## src/rtl/uart_tx.sv

```systemverilog
// UART transmitter: start bit, LSB-first data, optional even/odd parity, one stop bit.
// Every bit lasts PRESCALE clocks; all frame settings are captured when the frame is accepted.
module uart_tx #(
  parameter int DATA_WIDTH = 8
) (
  input  logic                  CLK,
  input  logic                  RST,
  input  logic [4:0]            PRESCALE,
  input  logic                  PAR_EN,
  input  logic                  PAR_TYP,
  input  logic [DATA_WIDTH-1:0] P_DATA,
  input  logic                  DATA_VALID,
  output logic                  TX_OUT,
  output logic                  BUSY
);

  localparam int IDX_W = (DATA_WIDTH > 1) ? $clog2(DATA_WIDTH) : 1;
  localparam logic [IDX_W-1:0] LAST_IDX = IDX_W'(DATA_WIDTH - 1);

  typedef enum logic [2:0] {
    IDLE   = 3'd0,
    START  = 3'd1,
    DATA   = 3'd2,
    PARITY = 3'd3,
    STOP   = 3'd4
  } state_t;

  state_t                state_r;
  logic [4:0]            cnt_r;
  logic [4:0]            prescale_r;
  logic [IDX_W-1:0]      idx_r;
  logic [DATA_WIDTH-1:0] shift_r;
  logic                  par_en_r;
  logic                  par_bit_r;
  logic                  tx_out_r;
  logic                  busy_r;
  logic                  bit_done_s;

  function automatic logic calc_parity(input logic [DATA_WIDTH-1:0] data, input logic odd);
    return (^data) ^ odd;
  endfunction

  // End of the current bit period; prescale 0 and 1 both mean one-clock bits
  always_comb begin
    bit_done_s = 1'b0;
    if (prescale_r <= 5'd1) begin
      bit_done_s = 1'b1;
    end else begin
      bit_done_s = (cnt_r == (prescale_r - 5'd1));
    end
  end

  // Frame sequencer with registered line and busy outputs
  always_ff @(posedge CLK or posedge RST) begin
    if (RST) begin
      state_r    <= IDLE;
      cnt_r      <= 5'd0;
      prescale_r <= 5'd0;
      idx_r      <= '0;
      shift_r    <= '0;
      par_en_r   <= 1'b0;
      par_bit_r  <= 1'b0;
      tx_out_r   <= 1'b1;
      busy_r     <= 1'b0;
    end else begin
      if (state_r != IDLE) begin
        cnt_r <= bit_done_s ? 5'd0 : (cnt_r + 5'd1);
      end else begin
        cnt_r <= 5'd0;
      end
      case (state_r)
        IDLE: begin
          tx_out_r <= 1'b1;
          busy_r   <= 1'b0;
          if (DATA_VALID) begin
            prescale_r <= PRESCALE;
            par_en_r   <= PAR_EN;
            par_bit_r  <= calc_parity(P_DATA, PAR_TYP);
            shift_r    <= P_DATA;
            idx_r      <= '0;
            tx_out_r   <= 1'b0;
            busy_r     <= 1'b1;
            state_r    <= START;
          end
        end
        START: begin
          if (bit_done_s) begin
            tx_out_r <= shift_r[0];
            shift_r  <= shift_r >> 1;
            idx_r    <= '0;
            state_r  <= DATA;
          end
        end
        DATA: begin
          if (bit_done_s) begin
            if (idx_r == LAST_IDX) begin
              if (par_en_r) begin
                tx_out_r <= par_bit_r;
                state_r  <= PARITY;
              end else begin
                tx_out_r <= 1'b1;
                state_r  <= STOP;
              end
            end else begin
              idx_r    <= idx_r + 1'b1;
              tx_out_r <= shift_r[0];
              shift_r  <= shift_r >> 1;
            end
          end
        end
        PARITY: begin
          if (bit_done_s) begin
            tx_out_r <= 1'b1;
            state_r  <= STOP;
          end
        end
        STOP: begin
          if (bit_done_s) begin
            tx_out_r <= 1'b1;
            busy_r   <= 1'b0;
            state_r  <= IDLE;
          end
        end
        default: begin
          tx_out_r <= 1'b1;
          busy_r   <= 1'b0;
          state_r  <= IDLE;
        end
      endcase
    end
  end

  assign TX_OUT = tx_out_r;
  assign BUSY   = busy_r;

endmodule

```

## config.mk

```make
export PLATFORM = sky130hd
export DESIGN_NAME = uart_tx
export DESIGN_NICKNAME = d
export VERILOG_FILES = /design/src/rtl/uart_tx.sv
export SDC_FILE = /design/constraint.sdc
export NUM_CORES = 1
export LEC_CHECK = 0
export BUFFER_PORTS_ARGS = -buffer_cell sky130_fd_sc_hd__clkbuf_2
export CORE_ASPECT_RATIO = 0.75
export CORE_MARGIN = 8
export CORE_UTILIZATION = 45
export DETAILED_ROUTE_END_ITERATION = 7
export GPL_ROUTABILITY_DRIVEN = 1
export PLACE_DENSITY = 0.73
export SYNTH_ARGS = -nofsm -noshare
export SYNTH_HDL_FRONTEND = slang
export SYNTH_SLANG_ARGS = --single-unit
```

## constraint.sdc

```tcl
create_clock -name CLK -period 4.05 [get_ports CLK]
set_clock_uncertainty 0.2 [all_clocks]
set_input_delay 0.6075 -clock CLK [delete_from_list [all_inputs] [get_ports CLK]]
set_output_delay 0.6075 -clock CLK [all_outputs]
set_load 0.005 [all_outputs]
```

# After elaboration in Yosys (flattened, before gate mapping)
# Index checks and enable logic that the tools add are counted.
# totals
register_bits,28
in_bits,18
out_inout_bits,2
wordCells,70
# op_classes
add_sub_neg,3
n_lt_le_gt_ge,1
eq_ne,14
muxes,30
n_bitwise,2
reduce_logical,11
# ops
cell,count
$mux 8,4
$mux 3,10
$pmux 8 s3,1
$pmux 3 s5,1
$ne 2x2->1 const B,7
$mux 5,2
$mux 1,9
$pmux 3 s3,1
$reduce_xor 8->1,1
$eq 3x2->1 const B,2
$eq 3x3->1 const B,2
$reduce_and 6->1,1
$reduce_bool 3->1,2
$add 5x1->5 const B,1
$eq 5x5->1,1
$le 5x1->1 const B,1
$reduce_and 5->1,1
$sub 5x1->5 const B,1
$pmux 1 s4,1
$reduce_and 2->1,2
$add 3x1->3 const B,1
$eq 3x1->1 const B,1
$logic_not 3->1,1
$pmux 1 s3,1
6 further kinds,6

# Longest topological paths before layout
# logic_depth
ltp_word,5
mapped_depth,8
depth_no_buf,7

# Worst setup path after synthesis
# OpenSTA, ideal clock, no wires.
# synth_timing
kind,register to register
start,register prescale_r[0]
end,register shift_r[2]
setup_ns,0.087
arrival_ns,1.791
required_ns,3.763
setup_slack_ns,1.972
stages_incl_launch_ff,9
path_buffers,1
cell_sequence,dfrtp_1 > inv_1 > ha_1 > nor3b_1 > xnor2_1 > a41oi_2 > buf_6 > or3_1 > o211ai_1
# synth_via
elab_chain_len,5
elab_cells_between_ends,7
# synth_rtl
element,line_no,text
start: declaration,30,logic [4:0] prescale_r;
start signal: assignment,58,prescale_r <= 5'd0;
start signal: assignment,76,prescale_r <= PRESCALE;
$sub 5x1->5,49,bit_done_s = (cnt_r == (prescale_r - 5'd1));
$eq 5x5->1,49,
$mux 1 *,46,if (prescale_r <= 5'd1) begin
$ne 2x2->1 (no source line),n/a,
$reduce_and 5->1 (no source line) *,n/a,
end signal: assignment,89,shift_r <= shift_r >> 1;
end signal: assignment,107,shift_r <= shift_r >> 1;
end: declaration,32,logic [DATA_WIDTH-1:0] shift_r;
# Every way passes the cells marked *; elsewhere a longest branch is shown, timed or not.
# A chain may end at the register's enable or synchronous reset.

# Worst setup path after layout
# layout_timing
start,register prescale_r[0]
end,register idx_r[0]
# layout_via
elab_chain_len,5
elab_cells_between_ends,7
# layout_rtl
element,line_no,text
$sub 5x1->5,49,
$eq 5x5->1,49,
$mux 1 *,46,
$ne 2x2->1 (no source line),n/a,
$reduce_and 5->1 (no source line) *,n/a,
end signal: assignment,105,idx_r <= idx_r + 1'b1;
end: declaration,31,logic [IDX_W-1:0] idx_r;
# Marked as above.

==> impl_metrics.tcl <==
set metrics [dict create \
    drive_above_1_share_pct 17.5 \
    hold_depth 1 \
    grt_remaining_overflow 0 \
    swShare_pct 44.2 \
    r2r_cells 7 \
    postPlaceCellArea_um2 1710 \
    ys_ff_latch 28 \
    p_switching_mw 0.620 \
    synthTopCellsByCount "30 x nand2_1, 27 x dfrtp_1, 14 x xnor2_1, 12 x nor2_1" \
    dr.pass1.iters 4 \
    fmax_mhz 390 \
    synth.avg_cell_area_um2 9.62 \
    topRoutingLayerUsed "met4" \
    vias_per_cell 5.46 \
    finalSetupViolations 0 \
    grt_pass1_vias 1237 \
    path_class "reg2reg" \
    tightest_slew_ns 1.08 \
    postCtsSetupBuffers 0 \
    synthFlopType "dfrtp_1" \
    pwr-share-comb_pct 50.5 \
    required_ns 4.02 \
    rsz0062_at_grt "no" \
    min_period_ns 2.56 \
    drc_errors 0 \
    yosysTopAreaCell "dfrtp_1" \
    ys_warn_count 0 \
    r2r_end "idx_r[0]" \
    clock_path_buffers 2 \
    hpwl_um 2610 \
    die_area_um2 5730 \
    power.internal_mw 0.784 \
    initial_core_util_pct 47.9 \
    synth_cell_type_count 43 \
    place.gp.congestion 0.793 \
    cp-end-kind "flop" \
    fin_crit_sh_pct 63.3 \
    n_fill_cell 308 \
    pre_cts_slack_ns 1.51 \
    wl_per_cell_um 15.4 \
    power_density_nw_per_um2 797 \
    hold_violations 0 \
    cts_tree "built" \
    outcome "finished, final reports clean" \
    pin_count 20 \
    grt_use_total_pct 13.0 \
    cts_inserted_buffers 3 \
    antenna_cells 0 \
    drv_cap 0 \
    ys_top_cells_by_area "dfrtp_1 42%, xnor2_1 7.7%, nand2_1 7.1%" \
    rr_startpoint "prescale_r[0]" \
    clk_pin_slew_ns 0.09 \
    setup_slack_ns 1.49 \
    io_buffers 19 \
    r2r_setup_slack_ns 1.49 \
    synth.top_cell.area_share_pct 42.3 \
    leakage_nw 0.796 \
    fin_util_pct 52.9 \
    syn2layout_area_growth_pct 10.3 \
    synth_area_um2 1600 \
    cpMaxStageDelayCell "dfrtp_1" \
    synth_fp_nets 189 \
    clk_latency_ns 0.28 \
    rows 18 \
    root_buffer "clkbuf_8" \
    holdCritPathClass "reg2reg" \
    slew_viol_final 0 \
    timing.critical_path.cells "inv_1, ha_1, nor3b_1, xnor2_1, a41oi_2, o21ai_2, mux2_1" \
    route.met3.wl_um 255 \
    ctsHoldBuffers 0 \
    wl_met1_um 1660 \
    grt_max_degree 29 \
    yosysSeqAreaShare_pct 44.0 \
    arrival_ns 2.53 \
    cts_sinks 28 \
    die_x_um 84.8 \
    core_area_um2 3330 \
    dr_wl_met2_um 1480 \
    finalPower_mw 1.40 \
    drt_iter0_markers 69 \
    synthArstFlopShare_pct 100 \
    cts-htree-levels 1 \
    synth_edf_count 0 \
    cts_resized 0 \
    yosysMostFrequentCell "nand2_1" \
    drt-total-wl_um 3430 \
    max_slew_margin_pct 27.6 \
    slowest_delay_ns 0.45 \
    tns_ns 0 \
    clkPwrFrac_pct 12.4 \
    antenna_found_initial 0 \
    holdPathEnd "idx_r[1]" \
    cp-start-kind "flop" \
    nNetsFinal 207 \
    grt_pass1_wl_um 5890 \
    fin_area_um2 1760 \
    die_h_um 67.6 \
    min-delay-start "idx_r[1]" \
    vdd_drop_max_mv 0.365 \
    worst-path-max-fanout 12 \
    vias 1218 \
    synthCells 166 \
    ant_nets 0 \
    power_frac_seq_pct 37.1 \
]
[worst max-delay path by stage]
stage                     slack [ns]          to  depth (start not counted)     startpoint
after floorplan                 1.97  shift_r[2]                          8  prescale_r[0]
after CTS                       1.48    idx_r[0]                          7  prescale_r[0]
after global routing            1.31    idx_r[0]                          7  prescale_r[0]
after detailed placement        1.51    idx_r[0]                          7  prescale_r[0]
after global placement          1.72    idx_r[1]                          7  prescale_r[0]
final                           1.49    idx_r[0]                          7  prescale_r[0]
[cell usage in the layout (no fill, tap or decap), types with 2 or more instances in the layout]
master,netlist,final
a31oi_1,2,2
a21oi_1,3,3
xor2_1,6,6
nand3_1,3,3
o211ai_1,5,5
ha_1,5,5
o21ai_1,3,3
or3_1,5,5
mux2_1,3,3
xnor2_1,14,14
nand2_1,30,30
clkbuf_8,0,4
o21ai_0,4,4
mux2i_1,2,2
dfrtp_1,27,27
nor3_1,5,5
inv_1,6,6
clkbuf_2,0,19
nor2_1,12,12
nor3b_1,4,4
[layer usage]
layer  up-vias  global-route usage, %
met1       578                   16.3
met4         0                   3.53
met5         -                      0
li1        603                      -
met2        33                   20.7
met3         4                   4.73
[cells by family (layout without fill, tap and decap cells)]
group                    after synthesis  in the layout  synth area share, %
AO/OA/AOI/OAI                         29             29                 14.8
XOR/XNOR                              20             20                 11.0
adder cells (fa/ha/maj)                5              5                 3.92
buffers and inverters                 13             30                 3.84
flip-flops                            28             28                 44.0
multiplexers                           5              5                 3.37
AND/OR/NAND/NOR                       66             66                 19.1
[power groups by stage]
stage          registers, mW  clock network [mW]  logic [mW]
2_1_floorplan          0.476                   0       0.615
3_3_place_gp           0.518                   0       0.670
3_5_place_dp           0.524                   0       0.708
4_1_cts                0.518               0.179       0.713
5_1_grt                0.538               0.186       0.797
6_report               0.520               0.174       0.709
[flip-flops by register name, indices dropped and copies added (netlist names)]
register and count:
BUSY 1, par_en_r 1, prescale_r 5, TX_OUT 1, par_bit_r 1, cnt_r 5
shift_r 8, idx_r 3, state_r 3
[worst max-delay path: cells and delay by family (launching register included)]
kind / cells / cell delay, ns
fa+ha+maj: 1 / 0.19
buf+inv: 1 / 0.10
xor+xnor: 1 / 0.20
flops: 1 / 0.45
mux: 1 / 0.36
compound gates: 2 / 0.69
simple gates: 1 / 0.26
[metrics by stage]
stage / instances / hold WS, ns
after global routing: 223 / 0.328
after CTS: 223 / 0.310
after global placement: 219 / 0.274
after detailed placement: 219 / 0.288
final: 223 / 0.303
after floorplan: 166 / 0.245
[cell type report]
| cell class | count | area [µm²] | share of cell area [%] |
|---|---|---|---|
| inverter | 7 | 26.3 | 1.49 |
| tap | 40 | 50.0 | 2.84 |
| timing repair buffer | 19 | 95.1 | 5.40 |
| multi-input combinational | 125 | 833 | 47.3 |
| sequential | 28 | 702 | 39.8 |
| clock buffer | 4 | 55.1 | 3.12 |
Power figures use the tool's default switching activity.
